## config.mk

```make
export PLATFORM = sky130hd
export DESIGN_NAME = evu_event_sampler
export DESIGN_NICKNAME = d
export VERILOG_FILES = /design/src/rtl/evu_event_sampler.sv
export SDC_FILE = /design/constraint.sdc
export NUM_CORES = 1
export LEC_CHECK = 0
export ABC_CLOCK_PERIOD_IN_PS = 25800
export CAP_MARGIN = 5
export CORE_MARGIN = 5
export CORE_UTILIZATION = 65
export CTS_BUF_LIST = sky130_fd_sc_hd__clkbuf_8
export CTS_CLUSTER_DIAMETER = 40
export DETAILED_ROUTE_END_ITERATION = 8
export PLACE_DENSITY = 0.86
export SKIP_LAST_GASP = 1
export SYNTH_ARGS = -nofsm -noshare
export SYNTH_HDL_FRONTEND = slang
export SYNTH_SLANG_ARGS = --single-unit
export TNS_END_PERCENT = 50
```

## constraint.sdc

```tcl
create_clock -name clk_i -period 25.8 [get_ports clk_i]
set_clock_uncertainty 0.2 [all_clocks]
set_input_delay 5.16 -clock clk_i [delete_from_list [all_inputs] [get_ports clk_i]]
set_output_delay 5.16 -clock clk_i [all_outputs]
set_load 0.02 [all_outputs]
```

## src/rtl/evu_event_sampler.sv

```systemverilog
// Per-event pulse counter over programmable windows, with a show-ahead record FIFO drained by a valid/ready consumer.
// Optional: define EVU_SAMPLER_TIMESTAMP_EN to append a 32-bit cycle timestamp to each record.
module evu_event_sampler #(
  parameter int NUM_EVENTS = 4,
  parameter int CNT_W      = 16,
  parameter int WINDOW_W   = 16,
  parameter int FIFO_DEPTH = 8,
`ifdef EVU_SAMPLER_TIMESTAMP_EN
  localparam int REC_W     = NUM_EVENTS*CNT_W + 32,
`else
  localparam int REC_W     = NUM_EVENTS*CNT_W,
`endif
  localparam int LVL_W     = $clog2(FIFO_DEPTH) + 1
) (
  input  logic                  clk_i,
  input  logic                  rst_i,
  input  logic                  en_i,
  input  logic [WINDOW_W-1:0]   window_len_i,
  input  logic [NUM_EVENTS-1:0] event_i,
  output logic                  rec_valid_o,
  input  logic                  rec_ready_i,
  output logic [REC_W-1:0]      rec_data_o,
  output logic                  rec_drop_o,
  output logic [CNT_W-1:0]      drop_cnt_o,
  output logic [LVL_W-1:0]      fifo_level_o,
  output logic                  busy_o
);

  localparam int PTR_W = $clog2(FIFO_DEPTH);
  localparam int CW    = NUM_EVENTS*CNT_W;

  typedef enum logic [1:0] {
    S_IDLE  = 2'd0,
    S_RUN   = 2'd1,
    S_FLUSH = 2'd2
  } state_t;

  state_t state_q, state_d;

  logic [WINDOW_W-1:0] len_q;
  logic [WINDOW_W-1:0] timer_q;
  logic [WINDOW_W-1:0] len_sel;
  logic [CNT_W-1:0]    cnt_q   [NUM_EVENTS];
  logic [CNT_W-1:0]    cnt_inc [NUM_EVENTS];
  logic [CW-1:0]       rec_cnt;
  logic [REC_W-1:0]    rec_d;

  logic push;
  logic clear_win;
  logic latch_len;
  logic count_en;
  logic rec_incl;

  logic [REC_W-1:0] mem_q [FIFO_DEPTH];
  logic [PTR_W-1:0] wr_ptr_q;
  logic [PTR_W-1:0] rd_ptr_q;
  logic [LVL_W-1:0] level_q;
  logic [CNT_W-1:0] drop_cnt_q;
  logic             full;
  logic             pop;
  logic             push_ok;
  logic             drop;

  assign len_sel = (window_len_i == '0) ? WINDOW_W'(1) : window_len_i;

  always_comb begin
    for (int k = 0; k < NUM_EVENTS; k++) begin
      cnt_inc[k] = (event_i[k] && (cnt_q[k] != '1)) ? cnt_q[k] + CNT_W'(1) : cnt_q[k];
    end
  end

  always_ff @(posedge clk_i or posedge rst_i) begin
    if (rst_i) state_q <= S_IDLE;
    else       state_q <= state_d;
  end

  // A flush takes priority over a window close that would land on the same cycle;
  // that cycle's events are then excluded from the record.
  always_comb begin
    state_d   = state_q;
    push      = 1'b0;
    clear_win = 1'b0;
    latch_len = 1'b0;
    count_en  = 1'b0;
    rec_incl  = 1'b0;
    case (state_q)
      S_IDLE: begin
        if (en_i) begin
          state_d   = S_RUN;
          clear_win = 1'b1;
          latch_len = 1'b1;
        end
      end
      S_RUN: begin
        if (!en_i) begin
          state_d   = S_FLUSH;
          push      = 1'b1;
          clear_win = 1'b1;
        end else if (timer_q == len_q - WINDOW_W'(1)) begin
          push      = 1'b1;
          rec_incl  = 1'b1;
          clear_win = 1'b1;
          latch_len = 1'b1;
        end else begin
          count_en  = 1'b1;
        end
      end
      S_FLUSH: begin
        state_d = S_IDLE;
      end
      default: begin
        state_d = S_IDLE;
      end
    endcase
  end

  always_ff @(posedge clk_i or posedge rst_i) begin
    if (rst_i) begin
      for (int k = 0; k < NUM_EVENTS; k++) cnt_q[k] <= '0;
      timer_q <= '0;
      len_q   <= '0;
    end else begin
      if (clear_win) begin
        for (int k = 0; k < NUM_EVENTS; k++) cnt_q[k] <= '0;
        timer_q <= '0;
      end else if (count_en) begin
        for (int k = 0; k < NUM_EVENTS; k++) cnt_q[k] <= cnt_inc[k];
        timer_q <= timer_q + WINDOW_W'(1);
      end
      if (latch_len) len_q <= len_sel;
    end
  end

  always_comb begin
    rec_cnt = '0;
    for (int k = 0; k < NUM_EVENTS; k++) begin
      rec_cnt[k*CNT_W +: CNT_W] = rec_incl ? cnt_inc[k] : cnt_q[k];
    end
  end

`ifdef EVU_SAMPLER_TIMESTAMP_EN
  logic [31:0] ts_q;

  always_ff @(posedge clk_i or posedge rst_i) begin
    if (rst_i) ts_q <= '0;
    else       ts_q <= ts_q + 32'd1;
  end

  assign rec_d = {ts_q, rec_cnt};
`else
  assign rec_d = rec_cnt;
`endif

  // Consumer handshake: rec_valid_o means the head entry is present in rec_data_o;
  // a record is transferred on any clock where rec_valid_o and rec_ready_i are both
  // high, and the head stays unchanged while valid is high and ready is low.
  assign full    = (level_q == LVL_W'(FIFO_DEPTH));
  assign pop     = rec_valid_o && rec_ready_i;
  assign push_ok = push && (!full || pop);
  assign drop    = push && full && !pop;

  always_ff @(posedge clk_i) begin
    if (push_ok) mem_q[wr_ptr_q] <= rec_d;
  end

  always_ff @(posedge clk_i or posedge rst_i) begin
    if (rst_i) begin
      wr_ptr_q   <= '0;
      rd_ptr_q   <= '0;
      level_q    <= '0;
      drop_cnt_q <= '0;
    end else begin
      if (push_ok) wr_ptr_q <= wr_ptr_q + PTR_W'(1);
      if (pop)     rd_ptr_q <= rd_ptr_q + PTR_W'(1);
      case ({push_ok, pop})
        2'b10:   level_q <= level_q + LVL_W'(1);
        2'b01:   level_q <= level_q - LVL_W'(1);
        default: level_q <= level_q;
      endcase
      if (drop && (drop_cnt_q != '1)) drop_cnt_q <= drop_cnt_q + CNT_W'(1);
    end
  end

  // Storage is not reset, so the data output is masked whenever the FIFO is empty.
  assign rec_valid_o  = (level_q != '0);
  assign rec_data_o   = rec_valid_o ? mem_q[rd_ptr_q] : '0;
  assign rec_drop_o   = drop;
  assign drop_cnt_o   = drop_cnt_q;
  assign fifo_level_o = level_q;
  assign busy_o       = (state_q != S_IDLE);

endmodule

```

==> flow_metrics.env <==
export IMPL_clk_pin_slew_worst_paths_ns=0.06
export IMPL_cp_startpoint="rec_ready_i"
export IMPL_yosys_most_used_dff="edfxtp_1"
export IMPL_worst_slew_pin_transition_ns=1.20
export IMPL_total_leakage_power_uw=0.0112
export IMPL_drt_iter0_drc=1558
export IMPL_die_width_um=215
export IMPL_ys_seq_area_share_pct=67.8
export IMPL_fillers=2424
export IMPL_synth_edf_count=512
export IMPL_cts_resized=0
export IMPL_yosysMostFrequentCell="edfxtp_1"
export IMPL_die_h_um=215
export IMPL_max_freq_ghz=0.0803
export IMPL_boundaryPins=111
export IMPL_regToRegSetupSlack_ns=20.75
export IMPL_netlist_top_cells_count="edfxtp_1, nor2_1, mux4_2, dfrtp_1, xor2_1"
export IMPL_drt_pass1_iter_count=7
export IMPL_initial_utilization_pct=65.4
export IMPL_grt_pass1_vias=16300
export IMPL_synth_area_leaders="edfxtp_1, dfrtp_1, mux4_2"
export IMPL_dpl_cell_area_mm2=0.0289
export IMPL_crit_type="primary input to output port"
export IMPL_vias_per_cell=6.30
export IMPL_cts_sink_count=636
export IMPL_dp_cells=2290
export IMPL_netSwitchingPower_uw=867
export IMPL_outcome="finished clean"
export IMPL_port_buffers=110
export IMPL_crit_path_end_kind="output port"
export IMPL_tns_ns=0
export IMPL_seqPwrFrac_pct=43.9
export IMPL_power_per_cell_area_mw_per_mm2=92.7
export IMPL_grt_pass1_wl_um=89800
export IMPL_cp_arrival_ns=7.10
export IMPL_cp_start_kind="primary input"
export IMPL_yosys_cell_types_count=58
export IMPL_coreArea_mm2=0.0417
export IMPL_hold_start="drop_cnt_o[10]"
export IMPL_detail_route_antenna_nets=0
export IMPL_htree_levels=3
export IMPL_cp_max_fo=19
export IMPL_hold_viol=0
export IMPL_r2r_start="len_q[2]"
export IMPL_power_share_clock_pct=27.6
export IMPL_synthToLayoutAreaGrowth_pct=13.1
export IMPL_rsz0062_at_grt="no"
export IMPL_nets=1886
export IMPL_post_cts_buffers=0
export IMPL_antenna_found_initial=0
export IMPL_design_area_mm2=0.0308
export IMPL_slew_violations=0
export IMPL_wl_um=55800
export IMPL_period_share_pct=48.3
export IMPL_cts_tree="done"
export IMPL_dieArea_mm2=0.0461
export IMPL_wl_per_cell_um=22.6
export IMPL_finalNonFillerCells=2471
export IMPL_drv_cap=0
export IMPL_max_slew_margin_pct=20.0
export IMPL_gp_congestion=0.841
export IMPL_antenna_diode_count=0
export IMPL_hpwl_um=31400
export IMPL_swShare_pct=30.4
export IMPL_grt_max_degree=74
export IMPL_cts_root_buffer="clkbuf_8"
export IMPL_cts_buffers=97
export IMPL_clock_path_buffers=3
export IMPL_synth_area_per_cell_um2=16.0
export IMPL_p_comb_share_pct=28.5
export IMPL_synth_warnings=0
export IMPL_vdd_drop_max_v=0.0000889
export IMPL_hold_class="flop to flop"
export IMPL_grt_overflow_total=0
export IMPL_clkLatencyLatePin_ns=0.65
export IMPL_drc=0
export IMPL_internal_power_uw=1990
export IMPL_syn_area_mm2=0.0272
export IMPL_finalPower_uw=2860
export IMPL_worstPathRequired_ns=20.44
export IMPL_whs_ns=0.295
export IMPL_synth_area_leader_cell="edfxtp_1"
export IMPL_setup_viol=0
export IMPL_grt_usage_pct=24.8
export IMPL_finalCriticalPeriod_ns=12.46
export IMPL_hold_buffers=0
export IMPL_synth_top_cell_area_share_pct=56.4
export IMPL_drive_gt1_share_pct=17.2
export IMPL_syn_nets=1735
export IMPL_routed_via_count=15600
export IMPL_row_count=75
export IMPL_ys_ff_latch=636
export IMPL_syn_inst=1699
export IMPL_synthArstFlopShare_pct=19.5
==> power by group through the flow <==
stage	sequential (uW)	clock, uW	combinational [uW]
3_3_place_gp	1270	0	811
2_1_floorplan	1220	0	568
5_1_grt	1260	859	871
6_report	1250	788	815
3_5_place_dp	1280	0	824
4_1_cts	1260	803	831
==> cell type report <==
class	count	area (um^2)	share of cell area [%]
well taps	539	674	2.19
clock inverters	68	335	1.09
multi-input cells	954	8370	27.2
repair buffers	136	1300	4.21
flip-flops and latches	636	18500	60.0
clock buffers	113	1560	5.05
inverters	25	96.3	0.313
==> flip-flops by register name (all words and copies together), names as in the netlist <==
register,flops
state_q,2
len_q,16
drop_cnt_o,16
timer_q,16
mem_q,512
wr_ptr_q,3
fifo_level_o,4
cnt_q,64
rd_ptr_q,3
==> critical path: stages <==
cell	delay, ns
clkdlybuf4s50_1	0.47
nand3b_1	0.58
nor2_1	0.24
clkdlybuf4s50_1	0.64
==> path summary, 6_finish.rpt <==
path | to | depth (start not counted)
max | rec_drop_o | 4
min | drop_cnt_o[10] | 1
max reg2reg | mem_q[1][20] | 11
min reg2reg | drop_cnt_o[10] | 1
max in group asynchronous | cnt_q[25] | 3
min in group asynchronous | drop_cnt_o[9] | 2
==> logic make-up (layout without fill, tap and decap cells) <==
kind of cell	Yosys count	after routing	synth area share (%)
mux	234	234	14.8
compound gates	96	96	2.55
fa+ha+maj	12	12	0.579
flops	636	636	67.8
xor+xnor	135	135	4.34
simple gates	477	477	8.28
buf+inv	109	342	1.68
==> cells in the final DEF, fill, tap and decap left out, types with 5 or more instances in the layout <==
cell             instances
nor4_1                   8
nand2_1                 87
nand4_1                 23
mux2_2                  15
and4_1                   7
nor2_1                 196
o21ai_0                  9
clkbuf_8               113
clkdlybuf4s50_1        110
mux4_2                 129
clkinv_2                 6
a21o_1                  20
xnor2_1                 43
a22o_1                  21
ha_1                    11
or3_1                   10
mux2i_1                 80
clkinv_1                13
xor2_1                  92
edfxtp_1               512
nand3_1                 53
mux2_4                   9
a211oi_1                 5
nand3b_1                 5
a21oi_1                 24
inv_1                   66
and2_1                   6
and3_1                  18
buf_4                   26
dfrtp_1                121
nor3_1                  29
==> routing by layer <==
| layer | GRT usage, % | vias to the layer above | wire [um] |
|---|---|---|---|
| li1 | - | 6832 | - |
| met5 | 0 | - | 0 |
| met4 | 8.48 | 0 | 1360 |
| met3 | 4.57 | 99 | 4090 |
| met1 | 33.8 | 7973 | 21800 |
| met2 | 41.2 | 655 | 28500 |
==> metrics by stage <==
stage	util [%]	setup slack, ns
floorplan	-	12.62
global placement	69.4	13.38
detailed placement	69.4	13.35
CTS	74.0	13.36
global route	74.0	13.15
finish	74.0	13.34
No activity file was read; power rests on OpenSTA's default activity.
